## src/rtl/mul_m1_m4_pipe_if.sv

```systemverilog
// Operand/result bundle between the execute issue logic, the M1..M4 multiplier and M5.
// With MUL_DST_SCOREBOARD_EN defined the bundle also carries busy_mask.
interface mul_m1_m4_pipe_if #(
    parameter int REG_SIZE = 32,
    parameter int DST_W    = 5
);
    logic                in_valid;
    logic [REG_SIZE-1:0] in_a;
    logic [REG_SIZE-1:0] in_b;
    logic [DST_W-1:0]    in_dst;
    logic                stall;
    logic                flush;
    logic [REG_SIZE-1:0] m4result;
    logic                zero;
    logic                overflow;
    logic [DST_W-1:0]    dst;
    logic                m4_valid;
`ifdef MUL_DST_SCOREBOARD_EN
    logic [2**DST_W-1:0] busy_mask;

    modport master (
        output in_valid, in_a, in_b, in_dst, stall, flush,
        input  m4result, zero, overflow, dst, m4_valid, busy_mask
    );
    modport slave (
        input  in_valid, in_a, in_b, in_dst, stall, flush,
        output m4result, zero, overflow, dst, m4_valid, busy_mask
    );
`else
    modport master (
        output in_valid, in_a, in_b, in_dst, stall, flush,
        input  m4result, zero, overflow, dst, m4_valid
    );
    modport slave (
        input  in_valid, in_a, in_b, in_dst, stall, flush,
        output m4result, zero, overflow, dst, m4_valid
    );
`endif
endinterface

```

## src/rtl/mul_m1_m4_pipe.sv

```systemverilog
// Four-stage signed REG_SIZE x REG_SIZE multiplier (M1..M4) feeding M5.
// Optional destination scoreboard output busy_mask under macro MUL_DST_SCOREBOARD_EN.
module mul_m1_m4_pipe #(
    parameter int REG_SIZE = 32,
    parameter int DST_W    = 5
) (
    input  logic            clk,
    input  logic            reset,
    mul_m1_m4_pipe_if.slave bus
);
    localparam int H  = REG_SIZE / 2;
    localparam int W2 = 2 * REG_SIZE;

    function automatic logic [REG_SIZE-1:0] f_mag(input logic [REG_SIZE-1:0] v);
        logic [REG_SIZE-1:0] res;
        if (v[REG_SIZE-1]) begin
            res = ~v + {{(REG_SIZE-1){1'b0}}, 1'b1};
        end else begin
            res = v;
        end
        return res;
    endfunction

    logic                r_m1_valid;
    logic                r_m1_sign;
    logic [DST_W-1:0]    r_m1_dst;
    logic [2*H-1:0]      r_m1_ll;
    logic [2*H-1:0]      r_m1_lh;
    logic [2*H-1:0]      r_m1_hl;
    logic [2*H-1:0]      r_m1_hh;

    logic                r_m2_valid;
    logic                r_m2_sign;
    logic [DST_W-1:0]    r_m2_dst;
    logic [2*H-1:0]      r_m2_ll;
    logic [2*H-1:0]      r_m2_hh;
    logic [2*H:0]        r_m2_cross;

    logic                r_m3_valid;
    logic [DST_W-1:0]    r_m3_dst;
    logic [W2-1:0]       r_m3_prod;

    logic                r_m4_valid;
    logic [DST_W-1:0]    r_m4_dst;
    logic [REG_SIZE-1:0] r_m4_result;
    logic                r_m4_zero;
    logic                r_m4_ovf;

    logic [REG_SIZE-1:0] w_mag_a;
    logic [REG_SIZE-1:0] w_mag_b;
    logic [2*H-1:0]      w_ll;
    logic [2*H-1:0]      w_lh;
    logic [2*H-1:0]      w_hl;
    logic [2*H-1:0]      w_hh;
    logic [W2-1:0]       w_mag;
    logic [W2-1:0]       w_prod;
    logic [REG_SIZE:0]   w_hi;
    logic                w_ovf;

    // Datapath between stage registers: magnitudes, partial products, recombination, sign.
    always_comb begin
        w_mag_a = f_mag(bus.in_a);
        w_mag_b = f_mag(bus.in_b);
        w_ll    = {{H{1'b0}}, w_mag_a[H-1:0]}        * {{H{1'b0}}, w_mag_b[H-1:0]};
        w_lh    = {{H{1'b0}}, w_mag_a[H-1:0]}        * {{H{1'b0}}, w_mag_b[REG_SIZE-1:H]};
        w_hl    = {{H{1'b0}}, w_mag_a[REG_SIZE-1:H]} * {{H{1'b0}}, w_mag_b[H-1:0]};
        w_hh    = {{H{1'b0}}, w_mag_a[REG_SIZE-1:H]} * {{H{1'b0}}, w_mag_b[REG_SIZE-1:H]};
        // hh and ll occupy disjoint halves, so they concatenate; only cross needs an adder.
        w_mag   = {r_m2_hh, r_m2_ll} + {{(H-1){1'b0}}, r_m2_cross, {H{1'b0}}};
        if (r_m2_sign) begin
            w_prod = ~w_mag + {{(W2-1){1'b0}}, 1'b1};
        end else begin
            w_prod = w_mag;
        end
        w_hi  = r_m3_prod[W2-1:REG_SIZE-1];
        w_ovf = ~((&w_hi) | (~|w_hi));
    end

    // Stage registers: reset clears all, flush kills valids (wins over stall), stall holds.
    always_ff @(posedge clk) begin
        if (reset) begin
            r_m1_valid  <= 1'b0;
            r_m1_sign   <= 1'b0;
            r_m1_dst    <= '0;
            r_m1_ll     <= '0;
            r_m1_lh     <= '0;
            r_m1_hl     <= '0;
            r_m1_hh     <= '0;
            r_m2_valid  <= 1'b0;
            r_m2_sign   <= 1'b0;
            r_m2_dst    <= '0;
            r_m2_ll     <= '0;
            r_m2_hh     <= '0;
            r_m2_cross  <= '0;
            r_m3_valid  <= 1'b0;
            r_m3_dst    <= '0;
            r_m3_prod   <= '0;
            r_m4_valid  <= 1'b0;
            r_m4_dst    <= '0;
            r_m4_result <= '0;
            r_m4_zero   <= 1'b0;
            r_m4_ovf    <= 1'b0;
        end else if (bus.flush) begin
            r_m1_valid <= 1'b0;
            r_m2_valid <= 1'b0;
            r_m3_valid <= 1'b0;
            r_m4_valid <= 1'b0;
        end else if (!bus.stall) begin
            r_m1_valid  <= bus.in_valid;
            r_m1_sign   <= bus.in_a[REG_SIZE-1] ^ bus.in_b[REG_SIZE-1];
            r_m1_dst    <= bus.in_dst;
            r_m1_ll     <= w_ll;
            r_m1_lh     <= w_lh;
            r_m1_hl     <= w_hl;
            r_m1_hh     <= w_hh;
            r_m2_valid  <= r_m1_valid;
            r_m2_sign   <= r_m1_sign;
            r_m2_dst    <= r_m1_dst;
            r_m2_ll     <= r_m1_ll;
            r_m2_hh     <= r_m1_hh;
            r_m2_cross  <= {1'b0, r_m1_lh} + {1'b0, r_m1_hl};
            r_m3_valid  <= r_m2_valid;
            r_m3_dst    <= r_m2_dst;
            r_m3_prod   <= w_prod;
            r_m4_valid  <= r_m3_valid;
            r_m4_dst    <= r_m3_dst;
            r_m4_result <= r_m3_prod[REG_SIZE-1:0];
            r_m4_zero   <= (r_m3_prod[REG_SIZE-1:0] == {REG_SIZE{1'b0}});
            r_m4_ovf    <= w_ovf;
        end
    end

    assign bus.m4result = r_m4_result;
    assign bus.zero     = r_m4_zero;
    assign bus.overflow = r_m4_ovf;
    assign bus.dst      = r_m4_dst;
    assign bus.m4_valid = r_m4_valid;

`ifdef MUL_DST_SCOREBOARD_EN
    localparam int NREG = 2 ** DST_W;
    logic [NREG-1:0] w_busy;

    // Union of destinations owned by valid ops in M1..M4; register 0 is never tracked.
    always_comb begin
        w_busy = {NREG{1'b0}};
        w_busy = w_busy | ({{(NREG-1){1'b0}}, r_m1_valid} << r_m1_dst);
        w_busy = w_busy | ({{(NREG-1){1'b0}}, r_m2_valid} << r_m2_dst);
        w_busy = w_busy | ({{(NREG-1){1'b0}}, r_m3_valid} << r_m3_dst);
        w_busy = w_busy | ({{(NREG-1){1'b0}}, r_m4_valid} << r_m4_dst);
        w_busy[0] = 1'b0;
    end

    assign bus.busy_mask = w_busy;
`endif
endmodule
```

## src/flat_wrapper.sv

```systemverilog
// flat-port wrapper written by rule: the top's interface ports become plain ports
module mul_m1_m4_pipe_flat 
#(
    parameter int REG_SIZE = 32,
    parameter int DST_W    = 5
)
  (clk, reset, bus_in_valid, bus_in_a, bus_in_b, bus_in_dst, bus_stall, bus_flush, bus_m4result, bus_zero, bus_overflow, bus_dst, bus_m4_valid);
  mul_m1_m4_pipe_if #(.REG_SIZE(REG_SIZE), .DST_W(DST_W)) bus_i ();
  input  logic clk;
  input  logic reset;
  input wire logic [$bits(bus_i.in_valid)-1:0] bus_in_valid;
  input wire logic [$bits(bus_i.in_a)-1:0] bus_in_a;
  input wire logic [$bits(bus_i.in_b)-1:0] bus_in_b;
  input wire logic [$bits(bus_i.in_dst)-1:0] bus_in_dst;
  input wire logic [$bits(bus_i.stall)-1:0] bus_stall;
  input wire logic [$bits(bus_i.flush)-1:0] bus_flush;
  output wire logic [$bits(bus_i.m4result)-1:0] bus_m4result;
  output wire logic [$bits(bus_i.zero)-1:0] bus_zero;
  output wire logic [$bits(bus_i.overflow)-1:0] bus_overflow;
  output wire logic [$bits(bus_i.dst)-1:0] bus_dst;
  output wire logic [$bits(bus_i.m4_valid)-1:0] bus_m4_valid;
  assign bus_i.in_valid = bus_in_valid;
  assign bus_i.in_a = bus_in_a;
  assign bus_i.in_b = bus_in_b;
  assign bus_i.in_dst = bus_in_dst;
  assign bus_i.stall = bus_stall;
  assign bus_i.flush = bus_flush;
  assign bus_m4result = bus_i.m4result;
  assign bus_zero = bus_i.zero;
  assign bus_overflow = bus_i.overflow;
  assign bus_dst = bus_i.dst;
  assign bus_m4_valid = bus_i.m4_valid;
  mul_m1_m4_pipe #(.REG_SIZE(REG_SIZE), .DST_W(DST_W)) u_core (.clk(clk), .reset(reset), .bus(bus_i));
endmodule
```

## config.mk

```make
export PLATFORM = sky130hd
export DESIGN_NAME = mul_m1_m4_pipe_flat
export DESIGN_NICKNAME = d
export VERILOG_FILES = /design/src/rtl/mul_m1_m4_pipe_if.sv /design/src/rtl/mul_m1_m4_pipe.sv /design/src/flat_wrapper.sv
export SDC_FILE = /design/constraint.sdc
export NUM_CORES = 2
export LEC_CHECK = 0
export ABC_AREA = 1
export BUFFER_PORTS_ARGS = -buffer_cell sky130_fd_sc_hd__buf_2
export CELL_PAD_IN_SITES_DETAIL_PLACEMENT = 0
export CELL_PAD_IN_SITES_GLOBAL_PLACEMENT = 1
export CORE_ASPECT_RATIO = 1.1
export CORE_MARGIN = 2
export CORE_UTILIZATION = 49
export CTS_CLUSTER_DIAMETER = 50
export DETAILED_ROUTE_END_ITERATION = 10
export PLACE_DENSITY_LB_ADDON = 0.1
export SETUP_SLACK_MARGIN = 0.3
export SLEW_MARGIN = 10
export SYNTH_ARGS = -nofsm -noshare
export SYNTH_HDL_FRONTEND = slang
export SYNTH_SLANG_ARGS = --single-unit
```

## constraint.sdc

```tcl
create_clock -name clk -period 8.3 [get_ports clk]
set_input_delay 0.415 -clock clk [delete_from_list [all_inputs] [get_ports clk]]
set_output_delay 0.415 -clock clk [all_outputs]
set_load 0.02 [all_outputs]
```

==> tab_implementation.tex <==
\begin{tabular}{lr}
\hline
Metric & Value \\
\hline
\multicolumn{2}{l}{\textbf{Logic synthesis}} \\
Register area share after synthesis & 12.7\% \\
Number of distinct standard cells referenced by the synthesized netlist & 59 \\
Area share of the leading cell type in the synthesized netlist & 28.4\% \\
Average instance area after synthesis & 7.17 um\^{}2 \\
Synthesis warning total & 0 \\
Post-synthesis instance total & 7662 \\
Most area-consuming cells after synthesis & fa\_1, dfxtp\_1, inv\_1 \\
Post-Syn Area & 54900 um\^{}2 \\
Syn nets & 8998 \\
Most area-hungry cell type in the Yosys netlist & fa\_1 \\
Synthesis-stage register bit count & 349 \\
\multicolumn{2}{l}{\textbf{Clocking}} \\
Clock transition time at the flip-flop clock pins of the worst setup and hold paths & 70 ps \\
Number of setup buffers added after CTS & 0 \\
CTS sink count & 349 \\
Inserted Clock Buffers & 39 \\
H-tree depth reported by CTS & 2 \\
Clock Latency Late Sink & 560 ps \\
Cell chosen for the clock root & clkbuf\_16 \\
Max Buffers Root-to-Sink & 3 \\
TritonCTS clock tree & done \\
\multicolumn{2}{l}{\textbf{STA}} \\
Total count of max-transition violations in the final report & 0 \\
Number of setup violations in the final report & 0 \\
Total Neg Setup Slack & 0 ps \\
Hold slack & 71.8 ps \\
Setup repair after global routing missed its margin & false \\
Slew headroom & 32.8\% \\
Final critical-path share of the clock period & 90.4\% \\
Worst Max-Slew Pin Slew & 1010 ps \\
Shortest clock period the worst path allows after layout & 7510 ps \\
Count of final hold-check violations & 0 \\
Maximum operating frequency & 133 MHz \\
Worst clock skew & 25.9 ps \\
\multicolumn{2}{l}{\textbf{Final layout}} \\
Footprint of the multi-input gates & 40700 um\^{}2 \\
Net count of the finished layout & 9052 \\
Number of inserted filler cells in the final layout & 11300 \\
Area growth from synthesis to layout & 7.58\% \\
Final core occ & 53.2\% \\
Most frequent cells in the layout & inv\_1, nand2\_1, nor2\_1 \\
Layout cell share with drive strength beyond 1 & 6.25\% \\
Most common library cell in the layout ignoring fill and taps & inv\_1 \\
Reg area & 6990 um\^{}2 \\
Filler-free cell count of the finished design & 9241 \\
\multicolumn{2}{l}{\textbf{Drt}} \\
Pre-Repair DR Iteration Count & 7 \\
Routed via count & 49200 \\
Final ANT Viol Nets & 0 \\
Remaining design rule violation count & 0 \\
Vias per cell & 5.32 \\
Average wire length per cell after detail routing & 20.7 um \\
Initial DRC count & 3559 \\
WL final & 192 mm \\
\multicolumn{2}{l}{\textbf{Placed design}} \\
HPWL after detailed placement & 154 mm \\
Count of buffers from port buffering & 113 \\
Final estimated routing congestion in global placement & 0.973 \\
Instance count after placement with tap cells included & 9170 \\
\multicolumn{2}{l}{\textbf{Worst setup path}} \\
Data arrival time of the worst path & 7960 ps \\
Startpoint types & input port \\
Cell with the largest stage delay on the worst path & fa\_1 \\
Launching element of the worst setup path & bus\_in\_a[2] \\
Startpoint of the worst-slack reg-to-reg timing path & u\_core.r\_m2\_ll[16] \\
Largest incremental delay on the critical path & 550 ps \\
Critical path data required time & 8760 ps \\
Critical path fanouts, max & 6 \\
Most used cell along the critical path & inv\_1 \\
Setup CP Type & in -> reg \\
Number of buffers and inverters on the critical path & 10 \\
Cell family with most CP delay & adder cells \\
Worst setup EP type & register \\
\multicolumn{2}{l}{\textbf{Run}} \\
Max-cap check violation count & 0 \\
\multicolumn{2}{l}{\textbf{Floorplan}} \\
Count of boundary I/O pins & 114 \\
Width of the die & 323 um \\
Y dimension of the die & 355 um \\
Die area & 115000 um\^{}2 \\
Area of the placeable core & 111000 um\^{}2 \\
Starting density of the core & 49.5\% \\
Core Rows & 128 \\
\multicolumn{2}{l}{\textbf{GRT}} \\
Total GRT Usage & 33.7\% \\
Vias in the first global route & 49100 \\
Number of antenna violations at the first check in global routing & 3 \\
Maximum number of pins on one net before global-route repair & 203 \\
First-pass GRT wire length & 293 mm \\
Final global-route overflow total & 0 \\
\multicolumn{2}{l}{\textbf{Worst hold path}} \\
Worst hold-check path type & in -> reg \\
Origin of the worst min-delay path & bus\_in\_dst[2] \\
\multicolumn{2}{l}{\textbf{Status}} \\
Run status & complete, no violations \\
\hline
\end{tabular}
==> synthesized netlist by cell type, drive strengths merged <==
cell type / count
a2111oi: 1
a211o: 1
a211oi: 5
a21boi: 5
a21o: 20
a21oi: 336
a221oi: 4
a31o: 4
a31oi: 38
and2: 3
buf: 55
clkbuf: 228
clkinv: 18
dfxtp: 349
fa: 778
ha: 484
inv: 1630
nand2: 1504
nand2b: 1
nand3: 219
nand3b: 10
nand4: 63
nor2: 1126
nor3: 52
nor4: 29
o2111ai: 1
o211ai: 35
o21a: 10
o21ai: 408
o21bai: 9
o221a: 1
o221ai: 24
o31ai: 5
or2: 18
or3: 5
xnor2: 73
xor2: 110
==> stage by stage <==
step / setup slack [ps] / area, um^2
final: 795 / 59100
after global routing: 319 / 59100
after CTS: 782 / 59100
after detailed placement: 207 / 57800
after global placement: 304 / 57800
after floorplan: 992 / 54900
==> final timing paths <==
check                         end  slack (ps)  cells after the start
min            u_core.r_m1_dst[2]          70                      3
max            u_core.r_m1_hh[23]         790                     39
min reg2reg    u_core.r_m2_ll[11]         450                      2
max reg2reg  u_core.r_m3_prod[56]        4700                     21
==> flip-flops by register name, indices dropped and copies added (netlist names), 5 cells and up <==
name	cells
u_core.bus.m4result	32
u_core.r_m2_ll	32
u_core.r_m1_ll	32
u_core.r_m1_hh	32
u_core.r_m2_cross	33
u_core.r_m1_hl	32
u_core.r_m3_dst	5
u_core.r_m3_prod	64
u_core.r_m2_hh	32
u_core.bus.dst	5
u_core.r_m1_dst	5
u_core.r_m2_dst	5
u_core.r_m1_lh	32
==> kinds of logic (layout without fill, tap and decap cells) <==
logic type	after synthesis	in the layout	synth area share [%]
AND/OR/NAND/NOR	3030	3030	22.6
adder cells (fa/ha/maj)	1262	1262	39.4
XOR/XNOR	183	183	2.92
other	0	3	0
AO/OA/AOI/OAI	907	907	9.04
buffers and inverters	1931	2012	13.3
flip-flops	349	349	12.7
==> repair_timing <==
item                                    CTS  global route
endpoints found under the setup margin    0             4
hold endpoints to repair                  0             0
resized for setup                         0             3
hold buffers                              0             0
==> worst reg2reg max path: stages (launching register included) <==
cell	delay, ps
dfxtp_1	370
ha_1	270
fa_1	310
nand2_1	70
nand2_1	120
nand3_1	100
nand2_1	190
nand2_1	110
nand2_1	220
nand2_1	100
nand2_2	120
inv_1	50
nor2_1	170
nand3_1	90
nor2_1	220
nand3_1	210
o21ai_1	360
nand2_1	100
nand2_1	70
nand3_1	90
nand2_1	100
inv_1	40
==> per-layer routing <==
layer	global-route usage (%)	share of wire [%]	up-vias
met5	0	0.0068	-
met4	18.8	6.8	2
met3	4.87	7.7	407
met2	52.8	44	1879
met1	44.7	42	23600
li1	-	-	23400
==> cell type report <==
type,count,area share (%)
Timing Repair Buffer,296,3.46
Antenna cell,3,0.0127
Tap cell,1495,3.17
Multi-Input combinational cell,5382,68.9
Inverter,1648,10.5
Clock buffer,52,1.87
Clock inverter,16,0.324
Sequential cell,349,11.8
Power is not shown: default switching activity piles up to over one toggle a cycle in this logic, so the estimate is an artifact.
